### src/rtl/cache_pkg.sv
// rtl/cache_pkg.sv - shared state encodings and default line length for the cache refill controller
package cache_pkg;

    localparam int LINE_WORDS_DEFAULT = 16;

    typedef enum logic [1:0] {
        NORMAL = 2'b10,
        WRITE  = 2'b00,
        FETCH  = 2'b01
    } cache_state_t;

endpackage

### src/rtl/cache_refill_fsm_if.sv
// rtl/cache_refill_fsm_if.sv - word-per-beat valid/ready memory port between refill controller and arbiter
interface cache_refill_fsm_if
    import cache_pkg::*;
#(
    parameter int LINE_WORDS = LINE_WORDS_DEFAULT
);
    localparam int OFFSET_W = $clog2(LINE_WORDS);

    logic                mem_valid;
    logic                mem_write;
    logic [OFFSET_W-1:0] mem_offset;
    logic                mem_ready;

    modport master (
        output mem_valid,
        output mem_write,
        output mem_offset,
        input  mem_ready
    );

    modport slave (
        input  mem_valid,
        input  mem_write,
        input  mem_offset,
        output mem_ready
    );
endinterface

### src/rtl/cache_beat_counter.sv
// rtl/cache_beat_counter.sv - per-phase beat counter with clear, increment-on-beat and last-beat flag
module cache_beat_counter #(
    parameter int OFFSET_W = 4
) (
    input  logic                clk,
    input  logic                reset,
    input  logic                clear,
    input  logic                inc,
    output logic [OFFSET_W-1:0] cnt,
    output logic                last
);
    // clear wins over inc so a phase change on the final beat restarts at 0
    always_ff @(posedge clk) begin
        if (reset) begin
            cnt <= '0;
        end else if (clear) begin
            cnt <= '0;
        end else if (inc) begin
            cnt <= cnt + 1'b1;
        end
    end

    assign last = &cnt;
endmodule

### src/rtl/cache_refill_fsm.sv
// rtl/cache_refill_fsm.sv - write-back cache miss controller: victim write-back then line refill
// Optional critical-word-first refill ordering: CACHE_CRITICAL_WORD_EN
module cache_refill_fsm
    import cache_pkg::*;
#(
    parameter int LINE_WORDS = LINE_WORDS_DEFAULT,
    parameter int OFFSET_W   = $clog2(LINE_WORDS)
) (
    input  logic                clk,
    input  logic                reset,
    input  logic                en,
    input  logic                req,
    input  logic [OFFSET_W-1:0] req_offset,
    input  logic                line_hit,
    input  logic                line_dirty,
    cache_refill_fsm_if.master  mem,
    output logic                line_fill,
`ifdef CACHE_CRITICAL_WORD_EN
    output logic                crit_ready,
`endif
    output logic                stall,
    output logic [1:0]          state
);
    cache_state_t        state_q, state_d;
    logic                cnt_clr;
    logic                beat;
    logic                miss;
    logic                cnt_last;
    logic [OFFSET_W-1:0] cnt;
    logic [OFFSET_W-1:0] start;

    cache_beat_counter #(.OFFSET_W(OFFSET_W)) u_cnt (
        .clk   (clk),
        .reset (reset),
        .clear (cnt_clr),
        .inc   (beat),
        .cnt   (cnt),
        .last  (cnt_last)
    );

    assign miss          = req && !line_hit;
    assign mem.mem_valid = en && (state_q != NORMAL);
    assign beat          = mem.mem_valid && mem.mem_ready;

`ifdef CACHE_CRITICAL_WORD_EN
    logic [OFFSET_W-1:0] base;

    always_ff @(posedge clk) begin
        if (reset) begin
            base <= '0;
        end else if (en && state_q == NORMAL && miss) begin
            base <= req_offset;
        end
    end

    assign start      = base;
    assign crit_ready = beat && (state_q == FETCH) && (cnt == '0);
`else
    logic unused_req_offset;

    assign unused_req_offset = ^req_offset;
    assign start             = '0;
`endif

    always_ff @(posedge clk) begin
        if (reset) begin
            state_q <= NORMAL;
        end else begin
            state_q <= state_d;
        end
    end

    always_comb begin
        state_d        = state_q;
        cnt_clr        = 1'b0;
        line_fill      = 1'b0;
        mem.mem_write  = 1'b0;
        mem.mem_offset = '0;
        case (state_q)
            NORMAL: begin
                if (en && miss) begin
                    state_d = line_dirty ? WRITE : FETCH;
                    cnt_clr = 1'b1;
                end
            end
            WRITE: begin
                mem.mem_write  = 1'b1;
                mem.mem_offset = cnt;
                if (beat && cnt_last) begin
                    state_d = FETCH;
                    cnt_clr = 1'b1;
                end
            end
            FETCH: begin
                // offset wraps naturally at OFFSET_W bits, giving the wrapped critical-word order
                mem.mem_offset = start + cnt;
                if (beat && cnt_last) begin
                    line_fill = 1'b1;
                    state_d   = NORMAL;
                    cnt_clr   = 1'b1;
                end
            end
            default: begin
                state_d = NORMAL;
            end
        endcase
    end

    assign stall = (state_q != NORMAL) || miss;
    assign state = state_q;
endmodule

### src/flat_wrapper.sv
// flat-port wrapper written by rule: the top's interface ports become plain ports
module cache_refill_fsm_flat import cache_pkg::*;
#(
    parameter int LINE_WORDS = LINE_WORDS_DEFAULT,
    parameter int OFFSET_W   = $clog2(LINE_WORDS)
)
  (clk, reset, en, req, req_offset, line_hit, line_dirty, line_fill, stall, state, mem_mem_valid, mem_mem_write, mem_mem_offset, mem_mem_ready);
  cache_refill_fsm_if #(.LINE_WORDS(LINE_WORDS)) mem_i ();
  input  logic clk;
  input  logic reset;
  input  logic en;
  input  logic req;
  input  logic [OFFSET_W-1:0] req_offset;
  input  logic line_hit;
  input  logic line_dirty;
  output logic line_fill;
  output logic stall;
  output logic [1:0] state;
  output wire logic [$bits(mem_i.mem_valid)-1:0] mem_mem_valid;
  output wire logic [$bits(mem_i.mem_write)-1:0] mem_mem_write;
  output wire logic [$bits(mem_i.mem_offset)-1:0] mem_mem_offset;
  input wire logic [$bits(mem_i.mem_ready)-1:0] mem_mem_ready;
  assign mem_mem_valid = mem_i.mem_valid;
  assign mem_mem_write = mem_i.mem_write;
  assign mem_mem_offset = mem_i.mem_offset;
  assign mem_i.mem_ready = mem_mem_ready;
  cache_refill_fsm #(.LINE_WORDS(LINE_WORDS), .OFFSET_W(OFFSET_W)) u_core (.clk(clk), .reset(reset), .en(en), .req(req), .req_offset(req_offset), .line_hit(line_hit), .line_dirty(line_dirty), .mem(mem_i), .line_fill(line_fill), .stall(stall), .state(state));
endmodule
### config.mk
export PLATFORM = sky130hd
export DESIGN_NAME = cache_refill_fsm_flat
export DESIGN_NICKNAME = d
export VERILOG_FILES = /design/src/rtl/cache_pkg.sv /design/src/rtl/cache_refill_fsm_if.sv /design/src/rtl/cache_beat_counter.sv /design/src/rtl/cache_refill_fsm.sv /design/src/flat_wrapper.sv
export SDC_FILE = /design/constraint.sdc
export NUM_CORES = 1
export LEC_CHECK = 0
export ABC_AREA = 1
export ABC_CLOCK_PERIOD_IN_PS = 1900
export CORE_AREA = 2 2 39 41
export CTS_CLUSTER_SIZE = 12
export DETAILED_ROUTE_END_ITERATION = 7
export DIE_AREA = 0 0 41 43
export PLACE_DENSITY = 0.64
export SLEW_MARGIN = 15
export SYNTH_ARGS = -nofsm -noshare
export SYNTH_HDL_FRONTEND = slang
export SYNTH_SLANG_ARGS = --single-unit
### constraint.sdc
create_clock -name clk -period 1.9 [get_ports clk]
set_input_delay 0.38 -clock clk [delete_from_list [all_inputs] [get_ports clk]]
set_output_delay 0.38 -clock clk [all_outputs]
set_load 0.01 [all_outputs]
==> results by group, run 1 <==
Synthesis
  • Seq/Total Area, Yosys: 0.2840
  • Post-synthesis cell count: 64
  • Synth Area per Inst: 6.608 sq um
  • Register bit total from synthesis: 6
  • Syn_nets: 76
  • Distinct cell type count after synthesis: 19
  • Yosys warns: 0
  • Syn Std Cell Area: 422.9 sq um

Global route
  • Global-route wire length before repair: about 1700 microns
  • Overall Global Routing Usage: 0.1387
  • Largest net degree at the start of global routing: 8
  • Overflow after GRT: 0
  • Vias in the first global route: 411
  • Initial antenna violation count: 0

Timing
  • Final Setup Violations: 0
  • Final setup skew: 0.006519 ns
  • Fmax: around 550 MHz
  • Worst rel slew slack: 0.8532
  • Pins over their slew limit: 0
  • Worst-margin pin slew: between 0.2 and 0.25 ns
  • RSZ-0062 raised after global routing: false
  • Crit share post-route: 0.9568
  • Final hold violations: 0
  • Shortest period the worst path allows: ~1.8 ns

Worst hold path
  • Hold Crit Class: reg -> reg

Power
  • Maximum vdd drop: 0.0003986 V
  • P_int: 320.9 uW
  • Clock power frac: 0.247
  • Pleak: 0.3212 nW
  • Pwr/cell area: between 700 and 800 nW/um^2
  • Switching pwr: between 150 and 200 uW
  • Comb pwr share: 0.442
  • Sw frac: 0.3441
  • Total Power: 489.2 uW
  • Power share of the sequential group: 0.311

Clock tree
  • Clk slew on worst S/H paths: 0.04 ns
  • CTS-repair resized insts: 3
  • CTS Sinks: 6
  • CTS H-Tree Depth: 1
  • TritonCTS Buffers: 3
  • Setup bufs post-CTS: 0
  • CTS tree: yes
  • Clk Latency, worst-skew pair: between 0.2 and 0.3 ns
  • CTS Hold Bufs: 0
  • Root buf cell: clkbuf_4
  • CTS max path bufs: 2

Die
  • Num rows: 14
  • Initial Utilization: 0.3056
  • Horiz. Die Dim: 41 microns
  • DIE AREA: 1763 sq um
  • Die H: between 40 and 50 microns
  • IO Pins: 21
  • Core box area: 1384 sq um

Finish
  • Filler Cell Count: around 150
  • Fin area: ~670 sq um
  • Ant. Diodes: 0
  • Fraction of layout cells with a size suffix above 1: 0.2360
  • Finished Core Util: 0.4810
  • Synth-to-Final Area Change: 57.40%
  • Final #Nets: 103

Setup path
  • Crit-path cells: clkdlybuf4s50_1 -> buf_4 -> inv_1 -> nor2_1 -> dlygate4sd2_1
  • WP data arrival: 1.44 ns
  • Setup CP Type: in -> out
  • CP max-delay cell: clkdlybuf4s50_1
  • Crit-path leading delay family: buffers and inverters
  • CP peak stage delay: 0.52 ns
  • WP data required: 1.52 ns
  • Crit end category: output port
  • Crit start category: primary input
  • Buf/Inv on CP: 4
  • Worst-path fanout max: 2

Placed design
  • Placed cell areas: 644.4 sq um
  • DP HPWL: 771.6 microns
  • Port bufs: 16
  • GP Congestion: 0.6982

Routing
  • Vias: 449
  • Residual DRC count: 0
  • Final ANT Viol Nets: 0
  • DR vias/cell: 4.276
  • WL/cell: around 9.1 microns
  • Final wirelength: 957 microns
  • First drt pass iteration count: 4
  • 1st-iter DRT viols: 3

Run
  • Max-cap viol count: 0

Status
  • Outcome: finished clean
## registers in the layout, summed over array words and instances, names as in the netlist
signal            cells
u_core.state          2
u_core.u_cnt.cnt      4
## cell type report
class,count,area [sq um],share of cell area
inverters,14,53.80,0.08083
flip-flops and latches,6,120.1,0.1805
repair buffers,23,209.0,0.3139
multi-input cells,43,240.2,0.3609
well taps,16,20.02,0.03008
clock buffers,3,22.52,0.03383
## metal layers
layer,up-vias,share of wire,GRT usage
met1,196,0.48,0.1742
met2,10,0.48,0.2031
met3,2,0.029,0.03665
met4,0,0.0084,0.08000
met5,-,0,0
li1,241,-,-
## worst paths after layout
kind	depth (start not counted)	startpoint	slack [ns]	end
max	5	en	0.08	mem_mem_valid
min	4	u_core.u_cnt.cnt[3]	0.54	u_core.u_cnt.cnt[3]
max reg2reg	6	u_core.state[1]	0.77	u_core.u_cnt.cnt[2]
min reg2reg	4	u_core.u_cnt.cnt[3]	0.54	u_core.u_cnt.cnt[3]
## cell usage after synthesis
cell	number	area (sq um)
o21ai_1	1	5.000
clkinv_2	1	5.000
a21oi_1	1	5.000
nand3_4	1	17.52
inv_2	2	7.510
a21boi_1	1	7.510
nor2_1	15	56.30
nand3_1	3	15.01
inv_1	11	41.29
nor2_2	1	6.260
dfxtp_1	6	120.1
nand2_4	1	11.26
o21bai_2	1	11.26
nand2_2	1	6.260
nand2_1	12	45.04
buf_6	1	11.26
nand4_2	1	12.51
xor2_1	3	26.28
ha_1	1	12.51
## cells in the final DEF (no fill, tap or decap)
| cell type | count |
|---|---|
| clkinv_2 | 1 |
| xor2_1 | 3 |
| nand3_1 | 3 |
| o21bai_2 | 1 |
| nand2_2 | 1 |
| nor2_2 | 2 |
| ha_1 | 1 |
| o21ai_1 | 1 |
| clkdlybuf4s50_1 | 13 |
| nand2_4 | 1 |
| buf_4 | 7 |
| clkbuf_4 | 3 |
| nor2_1 | 14 |
| a21oi_1 | 1 |
| a21boi_1 | 1 |
| clkbuf_2 | 1 |
| nand2_1 | 12 |
| inv_1 | 11 |
| dfxtp_1 | 6 |
| dlymetal6s2s_1 | 1 |
| nand4_2 | 1 |
| dlygate4sd2_1 | 1 |
| inv_2 | 2 |
| nand3_4 | 1 |
## stage by stage
step	hold slack, ns	setup WS, ns	TNS, ns	std cells
2_1_floorplan	0.4994	0.5225	0	64
6_report	0.5411	0.08211	0	105
5_1_grt	0.5683	0.007277	0	105
4_1_cts	0.5482	0.008525	0	105
3_5_place_dp	0.5400	-0.2646	-0.4512	102
3_3_place_gp	0.5372	-0.2460	-0.4038	102
## worst min-delay path, stage by stage, from the launching register on
cell and delay, ns:
dfxtp_1 0.32, nand2_1 0.06, nand2_1 0.04, inv_1 0.04, nor2_1 0.03
## power by group through the flow
| stage | Combinational (mW) | Sequential (mW) | Clock (mW) |
|---|---|---|---|
| 3_3_place_gp | 0.217 | 0.154 | 0 |
| 5_1_grt | 0.239 | 0.153 | 0.130 |
| 4_1_cts | 0.221 | 0.152 | 0.128 |
| 2_1_floorplan | 0.114 | 0.158 | 0 |
| 3_5_place_dp | 0.220 | 0.154 | 0 |
| 6_report | 0.216 | 0.152 | 0.121 |
## cell families after synthesis
logic type,share of synthesized area
buffers and inverters,0.1538
AO/OA/AOI/OAI,0.06803
XOR/XNOR,0.06214
AND/OR/NAND/NOR,0.4024
adder cells (fa/ha/maj),0.02958
flip-flops,0.2840
No activity file was read; power rests on OpenSTA's default activity.
==> run 2, diff against run 1 <==
--- a/config.mk
+++ b/config.mk
@@ -6,7 +6,7 @@
 export NUM_CORES = 1
 export LEC_CHECK = 0
 export ABC_AREA = 1
-export ABC_CLOCK_PERIOD_IN_PS = 1900
+export ABC_CLOCK_PERIOD_IN_PS = 1950
 export CORE_AREA = 2 2 39 41
 export CTS_CLUSTER_SIZE = 12
 export DETAILED_ROUTE_END_ITERATION = 7
==> constraint.sdc (replaced) <==
create_clock -name clk -period 1.95 [get_ports clk]
set_input_delay 0.39 -clock clk [delete_from_list [all_inputs] [get_ports clk]]
set_output_delay 0.39 -clock clk [all_outputs]
set_load 0.01 [all_outputs]
==> run 2 against run 1 <==
Hold slack better by 0.0023 ns. Largest cell class unchanged. Non-clock buffer count shrank 2. Die area did not move. Sequential share of layout area is 0.45 points higher. Via count fell by 0.22%. First-iteration DRC count increased to 2.7 times the previous value. Highest routed layer unchanged. Clock skew hardly changed. Clock power barely moved. Cell area decreased by 2.4%.
==> results by group, run 2 (synthesis results as in run 1) <==
Status
  • Outcome: finished clean

Clock tree
  • CTS Hold Bufs: 0
  • Root buf cell: clkbuf_4
  • CTS tree: yes
  • CTS Sinks: 6
  • Clk Latency, worst-skew pair: 0.25 ns
  • CTS H-Tree Depth: 1
  • CTS-repair resized insts: 2
  • CTS max path bufs: 2
  • TritonCTS Buffers: 3
  • Setup bufs post-CTS: 0
  • Clk slew on worst S/H paths: 0.05 ns

Timing
  • Worst rel slew slack: 0.8385
  • Fmax: 527.9 MHz
  • Worst-margin pin slew: 0.2414 ns
  • Final hold violations: 0
  • Crit share post-route: 0.9715
  • Final setup skew: 0.006052 ns
  • Shortest period the worst path allows: about 1.9 ns
  • Final TNS setup: 0 ns
  • Pins over their slew limit: 0
  • RSZ-0062 raised after global routing: false
  • Final Setup Violations: 0

Power
  • Maximum vdd drop: 0.0002499 V
  • Pleak: 0.3033 nW
  • Pwr/cell area: 717.1 nW/um^2
  • Total Power: between 400 and 500 uW

Setup path
  • CP peak stage delay: 0.53 ns
  • Buf/Inv on CP: 3
  • WP data required: between 1.5 and 2 ns
  • Worst-path fanout max: 2
  • Setup CP Type: in -> out
  • Crit-path cells: clkdlybuf4s50_1 -> nand3_4 -> clkinv_2 -> nand4_2 -> nor2_1 -> dlygate4sd2_1
  • WP data arrival: 1.50 ns
  • RR Startpoint: u_core.state[0]
  • Reg2Reg Depth: 8
  • Crit end category: output port
  • Reg2reg setup slack: 0.73 ns
  • Crit-path leading delay family: buffers and inverters
  • CP max-delay cell: clkdlybuf4s50_1
  • Critical R2R Capture: u_core.state[0]
  • Crit start category: primary input

Routing
  • Residual DRC count: 0
  • First drt pass iteration count: 5
  • Final wirelength: between 900 and 1000 microns
  • 1st-iter DRT viols: 8
  • DR vias/cell: 4.350
  • Final ANT Viol Nets: 0
  • WL/cell: 9.388 microns
  • Vias: 448

Die
  • IO Pins: 21
  • Initial Utilization: 0.3056
  • Horiz. Die Dim: 41 microns
  • Die H: 43 microns
  • Num rows: 14
  • DIE AREA: 1763 sq um
  • Core box area: 1384 sq um

Worst hold path
  • WHS Endpoint: u_core.u_cnt.cnt[3]
  • Hold depth: 4
  • Hold Crit Class: reg -> reg
  • Hold_sp: u_core.u_cnt.cnt[3]

Placed design
  • Port bufs: 16
  • Placed cell areas: 629.4 sq um
  • DP HPWL: about 790 microns
  • GP Congestion: roughly 0.70
  • DP Cell Count: 100

Run
  • Max-cap viol count: 0

Global route
  • Initial antenna violation count: 0
  • Top Usage Layer GRT: met2
  • Grt met3 use: 0.03141
  • Largest net degree at the start of global routing: 9
  • Global-route wire length before repair: between 1500 and 2000 microns
  • Routing usage on met2: 0.2156
  • Overflow after GRT: 0
  • Met1 usage: 0.1479
  • Vias in the first global route: 402
  • Overall Global Routing Usage: 0.1396

Finish
  • Final #Nets: 101
  • Fin area: 649.4 sq um
  • Fraction of layout cells with a size suffix above 1: 0.1954
  • Most common cell after layout, fill and taps aside: nor2_1
  • Max reg flops: 4
  • Ant. Diodes: 0
  • Most flops, register: u_core.u_cnt.cnt
  • Post-route insts no fill: 103
  • Most frequent cells in the layout: nor2_1 (15), clkdlybuf4s50_1 (14), nand2_1 (12), inv_1 (11), dfxtp_1 (6)
  • Synth-to-Final Area Change: 53.55%
==> run 2: cell types whose count changed in the layout (fill, tap and decap cells not counted) <==
cell,before,now
nor2_1,14,15
nor2_2,2,1
clkdlybuf4s50_1,13,14
dlymetal6s2s_1,1,0
dlygate4sd2_1,1,2
buf_4,7,5
clkbuf_2,1,0
==> run 2: worst reg2reg max path, cell delays in order (launching register included) <==
cell and delay, ns:
dfxtp_1 0.43, inv_2 0.08, nand2_4 0.07, nand3_4 0.06
buf_4 0.16, o21bai_2 0.12, nand2_1 0.08, nand2_1 0.07
nor2_1 0.04
==> run 2: how the worst max path moves through the flow <==
stage               depth (start not counted)   endpoint  slack [ns]            start
floorplan                                   6  line_fill        0.56  u_core.state[0]
global placement                            6  line_fill       -0.22               en
detailed placement                          6  line_fill       -0.23               en
CTS                                         6  line_fill        0.04               en
global route                                4      stall       0.005              req
finish                                      6  line_fill        0.06               en
==> run 2: per-layer routing <==
metal / share of wire / wire, microns
met1: 0.42 / 410
met2: 0.51 / 498
met3: 0.037 / 36
met4: 0.022 / 21
met5: 0 / 0
==> run 2: stage by stage <==
step / util / hold WS, ns / setup slack, ns
2_1_floorplan: - / 0.5094 / 0.5625
3_3_place_gp: 0.4548 / 0.5258 / -0.2156
3_5_place_dp: 0.4548 / 0.5372 / -0.2347
4_1_cts: 0.4693 / 0.5467 / 0.03897
5_1_grt: 0.4693 / 0.5962 / 0.004972
6_report: 0.4693 / 0.5434 / 0.05565
==> run 2: cell type report <==
cell class | count | area, sq um
tap | 16 | 20.02
sequential | 6 | 120.1
multi-input combinational | 43 | 237.7
inverter | 14 | 53.80
clock buffer | 3 | 22.52
fill | 145 | 734.5
timing repair buffer | 21 | 195.2
==> run 2: power by group <==
part	switching, mW	internal, mW
registers	0.0176	0.135
logic	0.0934	0.0990
clock network	0.0504	0.0700
==> edit, RTL diff (flow settings as in run 1) <==
Set the package constant `LINE_WORDS_DEFAULT` to 32 (it was 16).
--- a/src/rtl/cache_pkg.sv
+++ b/src/rtl/cache_pkg.sv
@@ -2,5 +2,5 @@
 package cache_pkg;
 
-    localparam int LINE_WORDS_DEFAULT = 16;
+    localparam int LINE_WORDS_DEFAULT = 32;
 
     typedef enum logic [1:0] {
Interface: changed (resized mem_mem_offset and req_offset); port bits go from 21 to 23. No check against the original RTL was run, so the function may have changed too.
==> edit against run 1 <==
  * Die area stayed put
  * Design area is 18% higher
  * Area after synthesis is 12% higher
  * Wire length is 23% higher
  * Setup slack worse by 0.027 ns
  * First-iteration DRC count grew to 3.0 times the old value
  * Sequential cell count is 1 higher
  * Critical path type is now reg -> out
  * Highest routed layer unchanged
Power is not compared: it rests on default switching activity, and its combinational part moved more than twofold at a synthesized area within 25%.
==> edit: results (changes against run 1) <==
- Status: finished, final reports clean
- Global routing usage summed across all routing layers: 0.1511 (+0.01236)
- The fraction of met3 tracks used by global routing came to 0.03141 (-0.005236).
- Maximum number of pins on one net before global-route repair: 10 (+2)
- Worst Hold Path EP: u_core.u_cnt.cnt[4]
- The clock slew seen by the registers of the worst setup and hold paths was 0.06 ns (+0.02 ns).
- Worst slack at placement: -0.2425 ns (+0.02204 ns)
* Cell depth of the worst hold path: 2 (-2)
- Count of distinct cell types in the synthesized netlist: 17 (-2)
- The wire length of the first global-routing pass was 1.780 mm (+5.8%).
- The number of buffers on the longest clock path came to 2 (unchanged).
- CP Data Arrival Time: 1.46 ns (+0.02 ns)
* Slew at the pin closest to its max-slew limit: 0.2017 ns (-0.01810 ns)
- The longest individual stage delay on the worst path came to 0.35 ns (-0.17 ns).
* Gate count after technology mapping: 75 (+17%)
- Port buffer count: 17 (+1)
- The via count of the first global-routing pass was 430 (+4.6%).
- The cell depth of the worst flop-to-flop path came to 13 (+7).
* WL met1: 550 µm (+20%)
- Xor/xnor cell area share of the yosys netlist: 0.01852 (-0.04361)
- Filler cells: 136 (-8.7%)
* Origin of the worst min-delay path: u_core.u_cnt.cnt[4]
- The average via count per standard cell is 4.393 (+2.7%).
* Met3 WL post-DR: 39 µm (+39%)
* Fin Clk Skew: 0.006090 ns (-0.0004294 ns)
- Slack of the worst reg-to-reg path: 0.31 ns (-0.46 ns)
* Share of flip-flops with an asynchronous set or reset after synthesis: 0 (unchanged)
- The part of the Yosys area used for sequential elements came to 0.2963 (+0.01227).
- Total wirelength of the detailed-routed design: 1.176 mm (+23%)
- Cells taking the most area after synthesis: dfxtp_1, nand2_1, nor2_1
* Routability Congestion: 0.8308 (+19%)
- Wire length on met2: 568 µm (+23%)
- The commonest cells after synthesis are nand2_1, nor2_1, inv_1.
* Maximum fanout along the worst path: 3 (+1)
* Instance count after placement with tap cells included: 116 (+14%)
- Estimated wirelength of the detail-placed design: 863.8 µm (+12%)
- The global routing usage on met2 is 0.2156 (+0.01250).
- Met1 demand-to-capacity share in global routing: 0.2045 (+0.03035)
- Cell type of the slowest stage on the worst timing path: dfxtp_2
- Mapped Nets: 89 (+17%)
* Launching instance or port of the critical path: u_core.u_cnt.cnt[1]
- The endpoint identified for the worst register-to-register timing path is u_core.u_cnt.cnt[3].
* Number of flip-flops in the largest register: 5 (+1)
* Max frequency: 542.1 MHz (-1.5%)
* Adder and majority cell fraction of the synthesized area: 0.05291 (+0.02332)
- CTS H-tree lvls: 1 (unchanged)
* Share of the synthesized area in compound gates (AO/OA/AOI/OAI): 0.03175 (-0.03630)
* DRC violation total after the first TritonRoute iteration: 9 (+6)
- The kind of cell with the highest combined delay along the critical path is simple AND/OR/NAND/NOR gates.
- Cts bufs inserted: 3 (unchanged)
- The detailed-route via count is 536 (+19%).
* End point of the critical path: line_fill
- Fraction of final layout cells sized beyond drive strength 1: 0.2925 (+0.05650)
## edit: timing repair
item                       4_1_cts  5_1_grt
setup endpoints to repair        4        3
pin swaps                        1        0
resized for setup               10        5
buffers inserted                 1        1
## edit: report_power, final
group	leakage [µW]	total (µW)	internal [µW]	switching, µW
Combinational	0.000322	94.6	49.4	45.2
Clock	0.0000177	144	77.5	66.2
Sequential	0.0000577	160	152	8.73
Total	0.000397	399	279	120
## edit: final cells by class
cell class | instances | area share
multi-input combinational | 53 | 0.3636
timing repair buffer | 28 | 0.3206
sequential | 7 | 0.1866
inverter | 14 | 0.06858
clock buffer | 3 | 0.02871
tap | 16 | 0.02552
clock inverter | 1 | 0.006380
## edit: per-stage QoR
stage	hold WS [ns]	cell area, µm²	TNS (ns)
after floorplan	0.4576	473.0	0
after global placement	0.4693	719.4	-0.3031
after detailed placement	0.4773	719.4	-0.3023
after CTS	0.4873	757.0	-0.01082
after global routing	0.5177	784.5	-0.06632
final	0.4851	784.5	0
